File: src/rtl/muldiv_iter.sv
// Iterative signed/unsigned multiply and divide unit, one result bit per cycle.
// busy_o/ready_o are registered one cycle behind the state that produces them.

module muldiv_iter #(
  parameter int               WIDTH      = 32,
  parameter logic [WIDTH-1:0] DIVZERO_LO = '1
) (
  input  logic               clk,
  input  logic               rst,
  input  logic               start_i,
  input  logic               annul_i,
  input  logic [1:0]         op_i,
  input  logic [WIDTH-1:0]   opdata1_i,
  input  logic [WIDTH-1:0]   opdata2_i,
  output logic               busy_o,
  output logic               ready_o,
  output logic [2*WIDTH-1:0] result_o
);

  localparam int            CW   = $clog2(WIDTH);
  localparam logic [CW-1:0] LAST = CW'(WIDTH - 1);

  typedef enum logic [1:0] {IDLE, CALC, FIX, DONE} state_t;

  state_t             state_q, state_d;
  logic [CW-1:0]      cnt_q, cnt_d;
  logic               is_div_q, is_div_d;
  logic               neg_res_q, neg_res_d;
  logic               neg_rem_q, neg_rem_d;
  logic [WIDTH-1:0]   mcand_q, mcand_d;
  logic [WIDTH-1:0]   rem_q, rem_d;
  logic [2*WIDTH-1:0] acc_q, acc_d;
  logic [2*WIDTH-1:0] result_q, result_d;
  logic               busy_q, busy_d;
  logic               ready_q, ready_d;

  logic               op_signed, op_div;
  logic [WIDTH-1:0]   abs1, abs2;
  logic [WIDTH:0]     mul_sum, div_shift, div_diff;
  logic [2*WIDTH-1:0] prod_fix;
  logic [WIDTH-1:0]   quot_fix, rem_fix;

  // The W+1-bit partial remainder lives only in div_shift/div_diff; the stored
  // remainder is always below the divisor, so W bits hold it between cycles.
  always_comb begin
    op_signed = ~op_i[0];
    op_div    = op_i[1];
    abs1      = (op_signed && opdata1_i[WIDTH-1]) ? -opdata1_i : opdata1_i;
    abs2      = (op_signed && opdata2_i[WIDTH-1]) ? -opdata2_i : opdata2_i;
    mul_sum   = {1'b0, acc_q[2*WIDTH-1:WIDTH]} + (acc_q[0] ? {1'b0, mcand_q} : '0);
    div_shift = {rem_q, acc_q[WIDTH-1]};
    div_diff  = div_shift - {1'b0, mcand_q};
    prod_fix  = neg_res_q ? -acc_q : acc_q;
    quot_fix  = neg_res_q ? -acc_q[WIDTH-1:0] : acc_q[WIDTH-1:0];
    rem_fix   = neg_rem_q ? -rem_q : rem_q;
  end

  always_comb begin
    state_d   = state_q;
    cnt_d     = cnt_q;
    is_div_d  = is_div_q;
    neg_res_d = neg_res_q;
    neg_rem_d = neg_rem_q;
    mcand_d   = mcand_q;
    rem_d     = rem_q;
    acc_d     = acc_q;
    result_d  = result_q;
    busy_d    = (state_q == CALC || state_q == FIX) && !annul_i;
    ready_d   = (state_q == DONE);

    case (state_q)
      IDLE: begin
        if (start_i && !annul_i) begin
          if (op_div && opdata2_i == '0) begin
            result_d = {opdata1_i, DIVZERO_LO};
            state_d  = DONE;
          end else begin
            is_div_d  = op_div;
            neg_res_d = op_signed && (opdata1_i[WIDTH-1] ^ opdata2_i[WIDTH-1]);
            neg_rem_d = op_signed && opdata1_i[WIDTH-1];
            mcand_d   = op_div ? abs2 : abs1;
            acc_d     = {{WIDTH{1'b0}}, (op_div ? abs1 : abs2)};
            rem_d     = '0;
            cnt_d     = '0;
            state_d   = CALC;
          end
        end
      end
      CALC: begin
        if (annul_i) begin
          state_d = IDLE;
        end else begin
          // Divide shifts the dividend out of acc's low half while quotient bits shift in.
          if (is_div_q) begin
            if (!div_diff[WIDTH]) begin
              rem_d = div_diff[WIDTH-1:0];
              acc_d = {acc_q[2*WIDTH-1:WIDTH], acc_q[WIDTH-2:0], 1'b1};
            end else begin
              rem_d = div_shift[WIDTH-1:0];
              acc_d = {acc_q[2*WIDTH-1:WIDTH], acc_q[WIDTH-2:0], 1'b0};
            end
          end else begin
            acc_d = {mul_sum, acc_q[WIDTH-1:1]};
          end
          cnt_d = cnt_q + CW'(1);
          if (cnt_q == LAST) state_d = FIX;
        end
      end
      FIX: begin
        if (annul_i) begin
          state_d = IDLE;
        end else begin
          result_d = is_div_q ? {rem_fix, quot_fix} : prod_fix;
          state_d  = DONE;
        end
      end
      DONE:    state_d = IDLE;
      default: state_d = IDLE;
    endcase
  end

  always_ff @(posedge clk or negedge rst) begin
    if (!rst) begin
      state_q   <= IDLE;
      cnt_q     <= '0;
      is_div_q  <= 1'b0;
      neg_res_q <= 1'b0;
      neg_rem_q <= 1'b0;
      mcand_q   <= '0;
      rem_q     <= '0;
      acc_q     <= '0;
      result_q  <= '0;
      busy_q    <= 1'b0;
      ready_q   <= 1'b0;
    end else begin
      state_q   <= state_d;
      cnt_q     <= cnt_d;
      is_div_q  <= is_div_d;
      neg_res_q <= neg_res_d;
      neg_rem_q <= neg_rem_d;
      mcand_q   <= mcand_d;
      rem_q     <= rem_d;
      acc_q     <= acc_d;
      result_q  <= result_d;
      busy_q    <= busy_d;
      ready_q   <= ready_d;
    end
  end

  assign busy_o   = busy_q;
  assign ready_o  = ready_q;
  assign result_o = result_q;

endmodule
File: config.mk
export PLATFORM = sky130hd
export DESIGN_NAME = muldiv_iter
export DESIGN_NICKNAME = d
export VERILOG_FILES = /design/src/rtl/muldiv_iter.sv
export SDC_FILE = /design/constraint.sdc
export NUM_CORES = 1
export LEC_CHECK = 0
export ABC_AREA = 1
export CAP_MARGIN = 20
export CELL_PAD_IN_SITES_DETAIL_PLACEMENT = 1
export CELL_PAD_IN_SITES_GLOBAL_PLACEMENT = 1
export CORE_MARGIN = 4
export CORE_UTILIZATION = 42
export DETAILED_ROUTE_END_ITERATION = 16
export GPL_ROUTABILITY_DRIVEN = 1
export PLACE_DENSITY = 0.87
export SKIP_LAST_GASP = 1
export SYNTH_ARGS = -nofsm -noshare
export SYNTH_HDL_FRONTEND = slang
export SYNTH_SLANG_ARGS = --single-unit
File: constraint.sdc
create_clock -name clk -period 3.5 [get_ports clk]
set_input_delay 0.875 -clock clk [delete_from_list [all_inputs] [get_ports clk]]
set_output_delay 0.875 -clock clk [all_outputs]
set_load 0.01 [all_outputs]
==> results of run 1 <==
==> area by class of cell <==
cell class	count	area (um^2)	area share, %
Multi-Input combinational cell	2688	12640	55.34
Sequential cell	204	5106	22.36
Timing Repair Buffer	213	2061	9.025
Inverter	385	1445	6.329
Tap cell	607	759.5	3.326
Clock buffer	31	666.9	2.921
Clock inverter	9	160.2	0.7014
==> logic make-up after synthesis <==
logic type,share of synthesized area (%)
AND/OR/NAND/NOR,44.62
buffers and inverters,10.14
AO/OA/AOI/OAI,12.16
flip-flops,25.88
adder cells (fa/ha/maj),4.896
XOR/XNOR,2.309
==> per-layer routing <==
layer  vias to the layer above  track usage, %  share of wire [%]
li1                      11140               -                  -
met1                     11540           48.40                 41
met2                       971           57.68                 43
met3                       297           5.795                7.3
met4                         2           24.29                8.2
met5                         -               0              0.017
==> through the flow <==
step	worst slack, ns	hold WS, ns	instances
global placement	0.1404	0.4648	4097
finish	0.3852	0.3345	4137
floorplan	0.9710	0.4594	3388
CTS	0.4524	0.3616	4137
detailed placement	-0.08242	0.4679	4097
global route	0.1396	0.3717	4137
==> power groups by stage <==
stage | sequential (mW) | clock [mW] | combinational [mW]
after global routing | 4.59 | 2.82 | 12.8
after detailed placement | 4.48 | 0 | 11.3
after CTS | 4.48 | 2.73 | 11.4
after global placement | 4.47 | 0 | 11.0
after floorplan | 4.08 | 0 | 6.96
final | 4.54 | 2.72 | 11.7
==> cell usage in the layout, fill, tap and decap left out, types with 3 or more instances in the layout <==
| master | n |
|---|---|
| nand2_1 | 1200 |
| nor2_1 | 413 |
| inv_1 | 376 |
| nand3_1 | 368 |
| dfrtp_1 | 203 |
| o21ai_0 | 186 |
| a21oi_1 | 141 |
| clkdlybuf4s50_1 | 133 |
| ha_1 | 73 |
| buf_4 | 68 |
| nand4_1 | 45 |
| xor2_1 | 26 |
| xnor2_1 | 26 |
| nor3_1 | 25 |
| o21ai_1 | 24 |
| nand3b_1 | 24 |
| clkbuf_16 | 24 |
| o22ai_1 | 19 |
| o211ai_1 | 17 |
| or2_2 | 11 |
| buf_12 | 10 |
| a22oi_1 | 9 |
| a21boi_1 | 9 |
| o21a_1 | 8 |
| nor4_1 | 8 |
| inv_2 | 7 |
| nor2_2 | 6 |
| a31oi_1 | 6 |
| o21bai_1 | 6 |
| nand3_2 | 5 |
| clkbuf_8 | 5 |
| nand2_2 | 4 |
| o31ai_1 | 4 |
| a21boi_0 | 4 |
| bufinv_16 | 4 |
| nor2_4 | 3 |
| and2_1 | 3 |
| and3_1 | 3 |
| clkbuf_1 | 3 |
| clkinv_2 | 3 |
==> state kept, by name (all words and copies together), names as in the netlist <==
signal	flops
neg_rem_q	1
cnt_q	5
neg_res_q	1
acc_q	64
rem_q	32
mcand_q	32
result_o	64
state_q	2
is_div_q	1
ready_o	1
busy_o	1
==> how the worst min path moves through the flow <==
stage | from | endpoint
2_1_floorplan | cnt_q[4] | cnt_q[4]
6_report | rst | acc_q[16]
3_3_place_gp | result_o[37] | result_o[37]
3_5_place_dp | result_o[39] | result_o[39]
5_1_grt | rst | result_o[19]
4_1_cts | rst | result_o[19]
==> worst register-to-register path: stages, from the launching register on <==
cell     delay, ns
dfrtp_1       0.44
inv_1         0.12
ha_1          0.27
fa_1          0.49
nor2_1        0.15
o21ai_0       0.09
nand2_1       0.18
nand2_1       0.07
nand2_1       0.15
nand2_1       0.13
nand2_1       0.10
nand2_1       0.05
nand2_1       0.22
buf_12        0.22
nand2_1       0.09
nand3_1       0.12
nand2_1       0.08
==> reports/qor.csv, run 1 <==
metric,value,unit
outcome,completed,
Nets,3662,
worst hold path class,in -> async,
routed vias,23950,
Worst R2R End,rem_q[18],
Yosys warnings,0,
max-slew violations,0,
Layout Skew,0.02687,ns
global route overflow,0,
# IOs,136,
dpl hpwl,78070,um
routed wire length,95810,um
Main synth FF type,dfrtp_1,
initial antenna violation count,1,
RePlAce Congestion,1.011,
Max Fclk,321.0,MHz
Max H-tree Level,1,
final core utilization,49.15,%
DRT antenna net count,0,
Post-CTS Setup Repair Bufs,0,
worst path bufs/invs,4,
row count,79,
overall die area,50500,um^2
clk slew on worst S/H paths,0.06,ns
slowest cell on the critical path,clkdlybuf4s50_1,
share of the synthesized area in the top cell type,25.88,%
Least-Margin Pin Slew,0.8206,ns
Cells after Synth,3388,
DR iter-0 viols,2282,
Port Buffer Count,135,
Synth Register Bits,204,
Max Cap Viol,0,
root buf cell,clkbuf_16,
Worst setup endpoint,acc_q[6],
layout filler cell count,6546,
crit path time final,3.115,ns
Die Wd,224.7,um
DRC Markers,0,
FF-to-FF setup slack,0.42,ns
category of the critical setup timing path,in -> reg,
largest net degree at the start of global routing,98,
DR WL/cell,23.16,um
cts repair resizes,0,
clock share of power,14.3,%
total power,19.00,mW
placeable core region,46460,um^2
leakage,12.04,nW
CP max stage delay,0.43,ns
sequential-to-total area share from yosys stat,25.88,%
number of global-route vias before repair,24250,
Unique masters post-synth,46,
cell area after layout,22830,um^2
CTS Buf Count,24,
combinational power share,61.8,%
Worst VDD drop,0.0005316,V
CP required,3.92,ns
most numerous cell in the Yosys netlist,nand2_1,
Psw,10.33,mW
"Avg Cell Area, Syn",5.823,um^2
CTS tree,yes,
reg2reg start,acc_q[31],
dpl cell area,22010,um^2
unrepaired setup endpoints after global routing,false,
Rel. slew slack,44.71,%
TritonCTS Sinks,204,
CP Cell Sequence,"clkdlybuf4s50_1, inv_1, ha_1, nand3_2, nor2_4, nand2_2, nor3_4, nand3_2, nand3_2, inv_2, buf_4, o21ai_0",
Post-synth EDFFs,0,
initial core utilization,42.46,%
"top cells by area, synth","dfrtp_1 (26%), nand2_1 (23%), nand3_1 (9.3%), nor2_1 (7.9%), inv_1 (7.2%)",
routed vias/inst,5.790,
PwrDens,831.9,nW/um^2
Worst Setup End Kind,flip-flop,
syn nets,3534,
Internal,8.664,mW
share of cells above drive strength 1,4.448,%
Clock Path Buffers,3,
Synth area leader,dfrtp_1,
CP Max Fanout,19,
Final Cycle Share,89.00,%
final hold viol count,0,
CP Depth,12,
Crit. Startpoint,opdata2_i[0],
asr flop ratio synth,100.0,%
"Setup violations, final",0,
Die H,224.7,um
first-pass GRT wire length,145300,um
Startpoint Class,input pin,
antenna cells,0,
Top Family by Delay on Critical Path,simple AND/OR/NAND/NOR gates,
Mapped Area,19730,um^2
hold buffers post-CTS,0,
"Arr. time, crit path",3.54,ns
TNS Setup,0,ns
R2R depth,16,
GR Util All Layers,37.23,%
Reg power frac,23.9,%
CP dominant cell by count,nand3_2,
first-pass iteration count of the detailed router,6,
Worst-Skew Late Latency,0.56,ns
Area Growth Syn to Fin,15.75,%
Synth top cells by count,"nand2_1 (1,200), nor2_1 (415), inv_1 (376)",
Sw Share,54.39,%
Note: power is estimated with default switching activity, not from simulation.
==> run 2, diff against run 1 <==
Settings changed: GPL_TIMING_DRIVEN set to 0.
==> reports/qor.csv, run 2 (synthesized netlist as in run 1, its figures left out) <==
metric,value,unit
Worst Setup End Kind,flip-flop,
category of the critical setup timing path,in -> reg,
Clock Path Buffers,3,
GR Util All Layers,39.47,%
Worst-Skew Late Latency,0.57,ns
routed vias,24240,
overall die area,50500,um^2
PwrDens,858.5,nW/um^2
clk slew on worst S/H paths,0.06,ns
share of cells above drive strength 1,3.588,%
cts repair resizes,0,
leakage,11.94,nW
"Setup violations, final",0,
reg2reg start,acc_q[31],
Final Cycle Share,96.32,%
TritonCTS Sinks,204,
crit path time final,3.371,ns
hold buffers post-CTS,0,
first-pass GRT wire length,151500,um
"Arr. time, crit path",3.87,ns
"commonest non-fill, non-tap cell in the layout",nand2_1,
Rel. slew slack,42.24,%
routed vias/inst,5.804,
DRC Markers,0,
CP Max Fanout,10,
Max H-tree Level,1,
routed wire length,101600,um
RePlAce Congestion,1.063,
Die Wd,224.7,um
row count,79,
initial antenna violation count,9,
dpl cell area,21860,um^2
Layout Skew,0.01571,ns
layout filler cell count,6550,
cell area after layout,22740,um^2
max-slew violations,0,
TNS Setup,0,ns
outcome,completed,
Nets,3697,
Startpoint Class,input pin,
# IOs,136,
Area Growth Syn to Fin,15.26,%
unrepaired setup endpoints after global routing,false,
Max Fclk,296.6,MHz
DR iter-0 viols,2511,
root buf cell,clkbuf_16,
largest net degree at the start of global routing,108,
DR WL/cell,24.32,um
global route overflow,0,
worst hold path class,in -> async,
DRT antenna net count,0,
number of global-route vias before repair,24510,
Post-CTS Setup Repair Bufs,0,
initial core utilization,42.46,%
Max Cap Viol,0,
most frequent cells in the layout,"nand2_1 (1,200), nor2_1 (415), inv_1 (376), nand3_1 (368), dfrtp_1 (204)",
Least-Margin Pin Slew,0.8606,ns
placeable core region,46460,um^2
Port Buffer Count,134,
Worst VDD drop,0.0005978,V
first-pass iteration count of the detailed router,5,
CTS tree,yes,
CP required,4.00,ns
final hold viol count,0,
Die H,224.7,um
CTS Buf Count,26,
dpl hpwl,84620,um
Crit. Startpoint,opdata2_i[0],
total power,19.52,mW
==> run 2: cell count changes in the layout (fill, tap and decap cells not counted), sizes merged <==
cell | previous run | this run
clkbuf | 32 | 88
buf | 79 | 60
diode | 0 | 3
bufinv | 4 | 2
clkinv | 7 | 8
inv | 383 | 384
==> run 2: worst max-delay path, stage by stage <==
cell and delay [ns]:
clkdlybuf4s50_1 0.45, inv_1 0.14, ha_1 0.23, nand3_2 0.16, nor2_4 0.27, nand2_2 0.13, nor3_4 0.29, nand3_2 0.16
nand2_1 0.11, nand2_2 0.24, buf_2 0.28, nor2_1 0.33, nand2_1 0.10, nand2_1 0.08
==> run 2: area by class of cell <==
class                      count  area, um^2  share of cell area [%]
antenna                        3       7.507                 0.03302
buffer                       111       555.5                   2.443
clock buffer                  35       765.7                   3.368
clock inverter                 9       102.6                  0.4512
inverter                     385        1445                   6.356
multi-input combinational   2688       12620                   55.52
sequential                   204        5105                   22.45
tap                          607       759.5                   3.340
timing repair buffer         135        1374                   6.042
==> run 2: final timing paths <==
path | endpoint | slack, ns | depth (start not counted)
max | result_o[54] | 0.13 | 14
min | acc_q[52] | 0.29 | 1
max reg2reg | acc_q[0] | 0.17 | 15
min reg2reg | result_o[57] | 0.48 | 2
max in group asynchronous | result_o[21] | 2.12 | 2
min in group clk | result_o[57] | 0.48 | 2
==> run 2: per-stage QoR <==
step                      hold WS, ns  instances  worst slack, ns  util (%)
after floorplan                0.4594       3388           0.9710         -
after global placement         0.4651       4129           -7.501     46.99
after detailed placement       0.4688       4130          -0.3664     47.06
after CTS                      0.3661       4174          0.06122     48.93
after global routing           0.3842       4174          0.02715     48.93
final                          0.2906       4177           0.1287     48.94
==> run 2: layer usage <==
layer | global-route usage, % | wire length, um | vias up
li1 | - | - | 11190
met1 | 50.13 | 40750 | 11640
met2 | 62.15 | 44500 | 1048
met3 | 7.792 | 8339 | 353
met4 | 24.05 | 7916 | 12
met5 | 0 | 95 | -
==> run 2: power breakdown <==
group / internal [mW] / switching (mW)
combinational: 3.70 / 8.30
clock: 1.67 / 1.18
sequential: 3.27 / 1.40
total: 8.64 / 10.9
